File: src/rtl/branch_sequencer_if.sv
// Control-unit bundle between the branch sequencer and the datapath/condition logic.
// master = sequencer side, slave = datapath/decoder side.
interface branch_sequencer_if #(
   parameter int unsigned CNT_W = 16
);
   logic             start;
   logic [1:0]       ir_c2;
   logic             con;
   logic             hold;
   logic             abort;
   logic [1:0]       cond_sel;
   logic             gra;
   logic             r_out;
   logic             con_in;
   logic             pc_out;
   logic             y_in;
   logic             c_out;
   logic             alu_add;
   logic             z_in;
   logic             zlo_out;
   logic             pc_in;
   logic             busy;
   logic             done;
   logic [CNT_W-1:0] taken_cnt;
   logic [CNT_W-1:0] nottaken_cnt;

   modport master (
      input  start, ir_c2, con, hold, abort,
      output cond_sel, gra, r_out, con_in, pc_out, y_in, c_out, alu_add,
             z_in, zlo_out, pc_in, busy, done, taken_cnt, nottaken_cnt
   );

   modport slave (
      output start, ir_c2, con, hold, abort,
      input  cond_sel, gra, r_out, con_in, pc_out, y_in, c_out, alu_add,
             z_in, zlo_out, pc_in, busy, done, taken_cnt, nottaken_cnt
   );
endinterface

File: src/rtl/branch_sequencer.sv
// Sequencer for brzr/brnz/brpl/brmi: T3..T6 control steps, CON-gated PC load,
// and saturating taken / not-taken statistics counters.
module branch_sequencer #(
   parameter int unsigned CNT_W = 16
) (
   input  logic                clk,
   input  logic                clear_n,
   branch_sequencer_if.master  bus
);

   typedef enum logic [2:0] {
      S_IDLE = 3'd0,
      S_T3   = 3'd1,
      S_T4   = 3'd2,
      S_T5   = 3'd3,
      S_T6   = 3'd4
   } state_e;

   localparam logic [CNT_W-1:0] CNT_MAX = '1;

   state_e           state_q, state_d;
   logic             capture_d;
   logic             commit_d;
   logic [1:0]       cond_sel_q;
   logic [CNT_W-1:0] taken_q, nottaken_q;
   logic             gra_q, r_out_q, con_in_q, pc_out_q, y_in_q;
   logic             c_out_q, alu_add_q, z_in_q, zlo_out_q, busy_q, done_q;

   // Next state: abort beats hold, hold beats the normal step.
   always_comb begin
      state_d   = state_q;
      capture_d = 1'b0;
      if (bus.abort) begin
         state_d = S_IDLE;
      end else if (!bus.hold) begin
         unique case (state_q)
            S_IDLE: begin
               if (bus.start) begin
                  state_d   = S_T3;
                  capture_d = 1'b1;
               end
            end
            S_T3: state_d = S_T4;
            S_T4: state_d = S_T5;
            S_T5: state_d = S_T6;
            S_T6: begin
               if (bus.start) begin
                  state_d   = S_T3;
                  capture_d = 1'b1;
               end else begin
                  state_d = S_IDLE;
               end
            end
            default: state_d = S_IDLE;
         endcase
      end
   end

   // A branch is committed only on the cycle T6 is actually left (not held, not aborted).
   assign commit_d = (state_q == S_T6) && !bus.hold && !bus.abort;

   // State, captured condition, counters, and strobes decoded from the next state.
   always_ff @(posedge clk or negedge clear_n) begin
      if (!clear_n) begin
         state_q    <= S_IDLE;
         cond_sel_q <= 2'b00;
         taken_q    <= '0;
         nottaken_q <= '0;
         gra_q      <= 1'b0;
         r_out_q    <= 1'b0;
         con_in_q   <= 1'b0;
         pc_out_q   <= 1'b0;
         y_in_q     <= 1'b0;
         c_out_q    <= 1'b0;
         alu_add_q  <= 1'b0;
         z_in_q     <= 1'b0;
         zlo_out_q  <= 1'b0;
         busy_q     <= 1'b0;
         done_q     <= 1'b0;
      end else begin
         state_q <= state_d;
         if (capture_d) begin
            cond_sel_q <= bus.ir_c2;
         end
         if (commit_d && bus.con && (taken_q != CNT_MAX)) begin
            taken_q <= taken_q + CNT_W'(1);
         end
         if (commit_d && !bus.con && (nottaken_q != CNT_MAX)) begin
            nottaken_q <= nottaken_q + CNT_W'(1);
         end
         gra_q     <= (state_d == S_T3);
         r_out_q   <= (state_d == S_T3);
         con_in_q  <= (state_d == S_T3);
         pc_out_q  <= (state_d == S_T4);
         y_in_q    <= (state_d == S_T4);
         c_out_q   <= (state_d == S_T5);
         alu_add_q <= (state_d == S_T5);
         z_in_q    <= (state_d == S_T5);
         zlo_out_q <= (state_d == S_T6);
         done_q    <= (state_d == S_T6);
         busy_q    <= (state_d != S_IDLE);
      end
   end

   assign bus.cond_sel     = cond_sel_q;
   assign bus.gra          = gra_q;
   assign bus.r_out        = r_out_q;
   assign bus.con_in       = con_in_q;
   assign bus.pc_out       = pc_out_q;
   assign bus.y_in         = y_in_q;
   assign bus.c_out        = c_out_q;
   assign bus.alu_add      = alu_add_q;
   assign bus.z_in         = z_in_q;
   assign bus.zlo_out      = zlo_out_q;
   assign bus.busy         = busy_q;
   assign bus.done         = done_q;
   assign bus.taken_cnt    = taken_q;
   assign bus.nottaken_cnt = nottaken_q;

   // CON arrives late in T6, so the PC load follows it combinationally.
   assign bus.pc_in = (state_q == S_T6) && bus.con;

endmodule

File: src/flat_wrapper.sv
// flat-port wrapper written by rule: the top's interface ports become plain ports
module branch_sequencer_flat 
#(
   parameter int unsigned CNT_W = 16
)
  (clk, clear_n, bus_start, bus_ir_c2, bus_con, bus_hold, bus_abort, bus_cond_sel, bus_gra, bus_r_out, bus_con_in, bus_pc_out, bus_y_in, bus_c_out, bus_alu_add, bus_z_in, bus_zlo_out, bus_pc_in, bus_busy, bus_done, bus_taken_cnt, bus_nottaken_cnt);
  branch_sequencer_if #(.CNT_W(CNT_W)) bus_i ();
  input  logic clk;
  input  logic clear_n;
  input wire logic [$bits(bus_i.start)-1:0] bus_start;
  input wire logic [$bits(bus_i.ir_c2)-1:0] bus_ir_c2;
  input wire logic [$bits(bus_i.con)-1:0] bus_con;
  input wire logic [$bits(bus_i.hold)-1:0] bus_hold;
  input wire logic [$bits(bus_i.abort)-1:0] bus_abort;
  output wire logic [$bits(bus_i.cond_sel)-1:0] bus_cond_sel;
  output wire logic [$bits(bus_i.gra)-1:0] bus_gra;
  output wire logic [$bits(bus_i.r_out)-1:0] bus_r_out;
  output wire logic [$bits(bus_i.con_in)-1:0] bus_con_in;
  output wire logic [$bits(bus_i.pc_out)-1:0] bus_pc_out;
  output wire logic [$bits(bus_i.y_in)-1:0] bus_y_in;
  output wire logic [$bits(bus_i.c_out)-1:0] bus_c_out;
  output wire logic [$bits(bus_i.alu_add)-1:0] bus_alu_add;
  output wire logic [$bits(bus_i.z_in)-1:0] bus_z_in;
  output wire logic [$bits(bus_i.zlo_out)-1:0] bus_zlo_out;
  output wire logic [$bits(bus_i.pc_in)-1:0] bus_pc_in;
  output wire logic [$bits(bus_i.busy)-1:0] bus_busy;
  output wire logic [$bits(bus_i.done)-1:0] bus_done;
  output wire logic [$bits(bus_i.taken_cnt)-1:0] bus_taken_cnt;
  output wire logic [$bits(bus_i.nottaken_cnt)-1:0] bus_nottaken_cnt;
  assign bus_i.start = bus_start;
  assign bus_i.ir_c2 = bus_ir_c2;
  assign bus_i.con = bus_con;
  assign bus_i.hold = bus_hold;
  assign bus_i.abort = bus_abort;
  assign bus_cond_sel = bus_i.cond_sel;
  assign bus_gra = bus_i.gra;
  assign bus_r_out = bus_i.r_out;
  assign bus_con_in = bus_i.con_in;
  assign bus_pc_out = bus_i.pc_out;
  assign bus_y_in = bus_i.y_in;
  assign bus_c_out = bus_i.c_out;
  assign bus_alu_add = bus_i.alu_add;
  assign bus_z_in = bus_i.z_in;
  assign bus_zlo_out = bus_i.zlo_out;
  assign bus_pc_in = bus_i.pc_in;
  assign bus_busy = bus_i.busy;
  assign bus_done = bus_i.done;
  assign bus_taken_cnt = bus_i.taken_cnt;
  assign bus_nottaken_cnt = bus_i.nottaken_cnt;
  branch_sequencer #(.CNT_W(CNT_W)) u_core (.clk(clk), .clear_n(clear_n), .bus(bus_i));
endmodule
File: config.mk
export PLATFORM = sky130hd
export DESIGN_NAME = branch_sequencer_flat
export DESIGN_NICKNAME = d
export VERILOG_FILES = /design/src/rtl/branch_sequencer_if.sv /design/src/rtl/branch_sequencer.sv /design/src/flat_wrapper.sv
export SDC_FILE = /design/constraint.sdc
export NUM_CORES = 1
export LEC_CHECK = 0
export ABC_AREA = 1
export CAP_MARGIN = 15
export CORE_MARGIN = 4
export CORE_UTILIZATION = 36
export CTS_CLUSTER_DIAMETER = 40
export DETAILED_ROUTE_END_ITERATION = 16
export SLEW_MARGIN = 10
export SYNTH_ARGS = -nofsm -noshare
export SYNTH_HDL_FRONTEND = slang
export SYNTH_SLANG_ARGS = --single-unit
File: constraint.sdc
create_clock -name clk -period 1.8 [get_ports clk]
set_input_delay 0.36 -clock clk [delete_from_list [all_inputs] [get_ports clk]]
set_output_delay 0.36 -clock clk [all_outputs]
set_load 0.02 [all_outputs]
# == Yosys cells after proc, flatten, opt, wreduce, memory -nomap -nowiden ==
# Index checks and enable logic that the tools add are counted.
# classes
add_sub_neg,2
n_eq_ne,10
muxes,9
n_reduce_logical,13
# op_table
op,n
$add A16 B1 Y16 const B,2
$ne A16 B16 Y1 const B,2
$pmux W3 S5,1
$eq A3 B2 Y1 const B,4
$mux W3,3
$logic_and A1 B1 Y1,7
$eq A3 B1 Y1 const B,2
$eq A3 B3 Y1 const B,2
$mux W1,5
$logic_not A1 Y1,3
$logic_not A3 Y1,1
$reduce_bool A3 Y1,1
$reduce_or A2 Y1,1
# word_totals
register_bits,42
word_cells,43

# == Logic depth before layout (Yosys ltp) ==
# Gate-level depths: netlist (run 1).
# depth
word_depth,5
depth_mapped,10

# == Worst setup path before layout (run 1) ==
# No wires, ideal clock.
# synth_timing
kind,flip-flop to flip-flop
from,"reg u_core.nottaken_q[0], in the netlist u_core.bus.nottaken_cnt[0]"
to,"reg u_core.nottaken_q[5], in the netlist u_core.bus.nottaken_cnt[5]"
setup_time_ns,0.118
arrival_time_ns,1.582
setup_slack_ns,0.100
path_stages_with_launch,10
synth_period_minus_slack_ns,1.700
path_cell_list,dfrtp_1 > ha_1 > inv_2 > nor2_4 > nand2_1 > nor2_2 > nor2_4 > buf_6 > nand2_2 > o21ai_2
# synth_between
elab_chain_cells,2
elab_cells_between_ends,3
cone_classes,add/sub: 1; eq/ne: 1; reduce/logical: 1
# synth_lines
item,line,rtl
"start, declared",branch_sequencer.sv:25,"logic [CNT_W-1:0] taken_q, nottaken_q;"
"start signal, assigned",branch_sequencer.sv:89,nottaken_q <= nottaken_q + CNT_W'(1);
"parallel branches: the longest is 2 deep, another holds $add A16 B1 Y16",--,
# Several ways; the timed one is not identified.
# A chain may end at the register's enable or synchronous reset.

# == Worst setup path after layout (run 1) ==
# layout_timing
from,"reg u_core.taken_q[7], in the netlist u_core.bus.taken_cnt[7]"
to,out bus_taken_cnt[7]
# layout_lines
item,line,rtl
"start, declared",branch_sequencer.sv:25,
"start signal, assigned",branch_sequencer.sv:86,taken_q <= taken_q + CNT_W'(1);
"end, declared",flat_wrapper.sv:28,output wire logic [$bits(bus_i.taken_cnt)-1:0] bus_taken_cnt;
# No word-level cell between the ends.

==> impl_results.md, run 1 <==
- Die area: 0.00839 sq mm
- Slack of the worst reg-to-reg path: 0.23 ns
- Vertical extent of the die: 91.6 um
- Die span in x: 91.6 um
- Post-synth top area share: 41.8%
- I/O pin total: 54
- Maximum number of pins on one net before global-route repair: 43
- Ratio of cells with drive above 1 in the final layout: 12.2%
- Endpoint of the lowest-slack register-to-register path: u_core.bus.nottaken_cnt[9]$_DFFE_PN0P_
- Clock-pin slew on the worst setup and hold paths: 0.08 ns
- Number of standard-cell rows in the floorplan: 30
- Drt drc: 0
- Critical path startpoint category: flip-flop
- Warnings from Yosys: 0
- Final hold violations: 0
- First-pass GRT wire length: 9860 um
- Area overhead of the layout relative to synthesis: 31.9%
- Wire length after detailed routing: 5770 um
- Final weighted congestion of routability-driven global placement: 0.829
- Endpoint kind of the worst setup timing path: primary output
- Worst path required time: 1.44 ns
- Number of antenna violations at the first check in global routing: 0
- Ordered cell list for the critical path: clkdlybuf4s50_1
- Remaining number of nets flagged by the antenna check after routing: 0
- Number of iterations in the first detailed-routing pass: 4
- Number of distinct library cell variants in the gate-level netlist after synthesis: 26
- Starting DRC count in detailed routing: 75
- Clock Sink Count: 42
- Compound-gate portion of the synthesized area: 5.67%
- Count of inserted antenna diode cells: 0
- Actual slew at the worst max-slew pin: 0.560 ns
- Worst R2R Start: u_core.bus.nottaken_cnt[1]$_DFFE_PN0P_
- Critical-path maximum fanout: 5
- Buf+Inv Stages, Crit Path: 1
- Mean Syn Cell Area: 7.25 sq um
- Placed cell count: 499
- H-tree lvl count: 2
- Fmax: 575 MHz
- Final period demand of the worst path: 1.74 ns
- Highest-delay cell along the critical path: sky130_fd_sc_hd__clkdlybuf4s50_1
- Max-slew headroom at the worst pin: 62.7%
- Depth of the most critical reg-to-reg path: 9
- Area post-placement: 0.00319 sq mm
- Clock latency of the later-clocked register in the worst-skew pair: 0.29 ns
- Number of nets at the end of the flow: 420
- Post-Layout Inst Area: 0.00332 sq mm
- Final Skew: 0.00474 ns
- Wire per inst: 11.4 um
- Main combinational cell family by area after synthesis: simple AND/OR/NAND/NOR gates
- RSZ-0062 raised after global routing: false
- Final Instance Count excl. Fillers: 506
- Remaining Overflow, GRT: 0
- Post-Synth Adder-Cell Area: 0.995%
- Number of synthesized register bits: 42
- Place WS: -0.275 ns
- Biggest area consumer among synthesized cells: sky130_fd_sc_hd__dfrtp_1
- Fraction of the mapped netlist area in simple logic gates: 38.8%
- Post-synthesis net count: 357
- Max-cap violations: 0
- Peak VDD IR: 0.389 mV
- Mux cell area share after synthesis: 0.896%
- Setup total negative slack: 0 ns
- Area of the core: 0.00679 sq mm
- Period utilisation layout: 96.6%
- Placed wire-length estimate after detailed placement: 4300 um
- Starting density of the core: 37.0%
- Slowest cell delay on critical path: 0.64 ns
- Arrival time worst endpoint: 1.38 ns
- Routed vias/inst: 4.53
- Total routing resource utilization after global routing: 14.3%
- Root buffer cell: sky130_fd_sc_hd__clkbuf_8
- Instance count of the mapped netlist: 347
- Number of global-route vias before repair: 2132
- Post-layout total power: 2180 uW
- HP Class: in -> async
- Sequential cell area fraction in the yosys report: 41.8%
- Start-to-end type of the worst setup path: reg -> out
- CTS tree: yes
- Final max-slew violation count: 0
- Num CTS Buffers: 5
- Power density of the placed cells: 656 mW/mm^2
- Status: completed
- Synth Cell Area: 0.00251 sq mm
- Final setup slack of the worst path: 0.0614 ns
- Leading cell types by total area after synthesis: sky130_fd_sc_hd__dfrtp_1 (42%), sky130_fd_sc_hd__nand2_1 (21%), sky130_fd_sc_hd__nor2_1 (5.4%)
- Number of buffer cells added on primary ports: 53
- Kind of cell adding the most delay to the critical path: buffers and inverters
- Clock buffer depth: 2
- Filler cell count: 686
- Standby leakage power: 0.00171 uW
- Final-report setup violation count: 0
- XOR/XNOR Fraction of Synth Area: 3.48%
- Total via count after detailed routing: 2294
- Hold_buf cts: 0
-- where the power goes --
group | internal, uW | switching (uW)
Clock | 444 | 325
Combinational | 164 | 209
Sequential | 988 | 44.8
-- final cells by class --
class                      instances  area (sq um)  area share, %
multi-input combinational        264          1250           37.7
sequential                        42          1050           31.7
timing repair buffer              66           666           20.1
tap                               96           120           3.62
inverter                          31           116           3.51
clock buffer                       6          82.6           2.49
clock inverter                     1          30.0          0.905
-- placed cells by master, fill, tap and decap left out, types with 3 or more instances in the layout --
cell,netlist,layout
sky130_fd_sc_hd__xor2_1,3,3
sky130_fd_sc_hd__nand2_2,5,5
sky130_fd_sc_hd__o21ai_2,8,8
sky130_fd_sc_hd__buf_4,7,11
sky130_fd_sc_hd__nor2_1,36,36
sky130_fd_sc_hd__clkbuf_8,0,6
sky130_fd_sc_hd__inv_1,28,28
sky130_fd_sc_hd__xnor2_1,7,7
sky130_fd_sc_hd__clkdlybuf4s50_1,0,42
sky130_fd_sc_hd__dfrtp_1,42,42
sky130_fd_sc_hd__nand2_1,142,142
sky130_fd_sc_hd__o21ai_0,11,11
sky130_fd_sc_hd__nand3_1,23,23
sky130_fd_sc_hd__nand4_1,8,8
sky130_fd_sc_hd__nor2_4,3,3
sky130_fd_sc_hd__nor2_2,5,5
sky130_fd_sc_hd__dlymetal6s2s_1,0,9
sky130_fd_sc_hd__inv_2,3,3
-- layer usage --
metal	vias to the layer above	wire length, um	track usage [%]
met5	-	0	0
met4	0	55	3.64
met3	5	253	3.56
met2	49	2630	23.3
met1	1037	2830	18.9
li1	1203	-	-
-- cells in the mapped netlist --
cell type / instances
sky130_fd_sc_hd__nand2_1: 142
sky130_fd_sc_hd__dfrtp_1: 42
sky130_fd_sc_hd__nor2_1: 36
sky130_fd_sc_hd__inv_1: 28
sky130_fd_sc_hd__nand3_1: 23
sky130_fd_sc_hd__o21ai_0: 11
sky130_fd_sc_hd__nand4_1: 8
sky130_fd_sc_hd__o21ai_2: 8
sky130_fd_sc_hd__buf_4: 7
sky130_fd_sc_hd__xnor2_1: 7
sky130_fd_sc_hd__nand2_2: 5
sky130_fd_sc_hd__nor2_2: 5
sky130_fd_sc_hd__inv_2: 3
sky130_fd_sc_hd__nor2_4: 3
sky130_fd_sc_hd__xor2_1: 3
sky130_fd_sc_hd__a21oi_1: 2
sky130_fd_sc_hd__buf_6: 2
sky130_fd_sc_hd__ha_1: 2
sky130_fd_sc_hd__mux2_2: 2
sky130_fd_sc_hd__nor3_1: 2
sky130_fd_sc_hd__a21boi_0: 1
sky130_fd_sc_hd__buf_12: 1
sky130_fd_sc_hd__nand2_4: 1
sky130_fd_sc_hd__nand3b_1: 1
sky130_fd_sc_hd__nor3_2: 1
sky130_fd_sc_hd__nor4_1: 1
-- logic make-up after synthesis --
| group | after synthesis |
|---|---|
| muxes | 2 |
| AOI/OAI and AO/OA | 22 |
| and+or+nand+nor | 228 |
| buffers and inverters | 41 |
| DFF | 42 |
| adders and majority gates | 2 |
| xor gates and xnor gates | 10 |
-- state kept, by name (all words and copies together), names as in the netlist --
signal	cells
u_core.bus.cond_sel	2
u_core.bus.pc_out	1
u_core.state_q	3
u_core.bus.taken_cnt	16
u_core.bus.gra	1
u_core.bus.busy	1
u_core.bus.zlo_out	1
u_core.bus.c_out	1
u_core.bus.nottaken_cnt	16
-- metrics by stage --
| step | hold slack [ns] | utilization, % |
|---|---|---|
| 3_5_place_dp | 0.486 | 46.9 |
| 3_3_place_gp | 0.475 | 46.9 |
| 5_1_grt | 0.173 | 48.8 |
| 2_1_floorplan | 0.0644 | - |
| 6_report | 0.134 | 48.8 |
| 4_1_cts | 0.166 | 48.6 |
-- how the worst max path moves through the flow --
stage | startpoint | to | cells past startpoint
floorplan | u_core.bus.nottaken_cnt[0]$_DFFE_PN0P_ | u_core.bus.nottaken_cnt[5]$_DFFE_PN0P_ | 9
global placement | bus_con | bus_pc_in | 4
detailed placement | bus_con | bus_pc_in | 4
CTS | bus_con | bus_pc_in | 4
global route | u_core.bus.taken_cnt[8]$_DFFE_PN0P_ | bus_taken_cnt[8] | 1
finish | u_core.bus.taken_cnt[7]$_DFFE_PN0P_ | bus_taken_cnt[7] | 1
-- what timing repair did --
| action | CTS | global route |
|---|---|---|
| buffers inserted | 0 | 0 |
| gates resized for setup | 1 | 12 |
| endpoints found under the setup margin | 1 | 10 |
Note: power is estimated with default switching activity, not from simulation.
==> inputs of run 2 (changes only) <==
- SLEW_MARGIN: 10 -> default
==> results of run 2 <==
The final DEF is identical to that of run 1; final timing and power are the same.
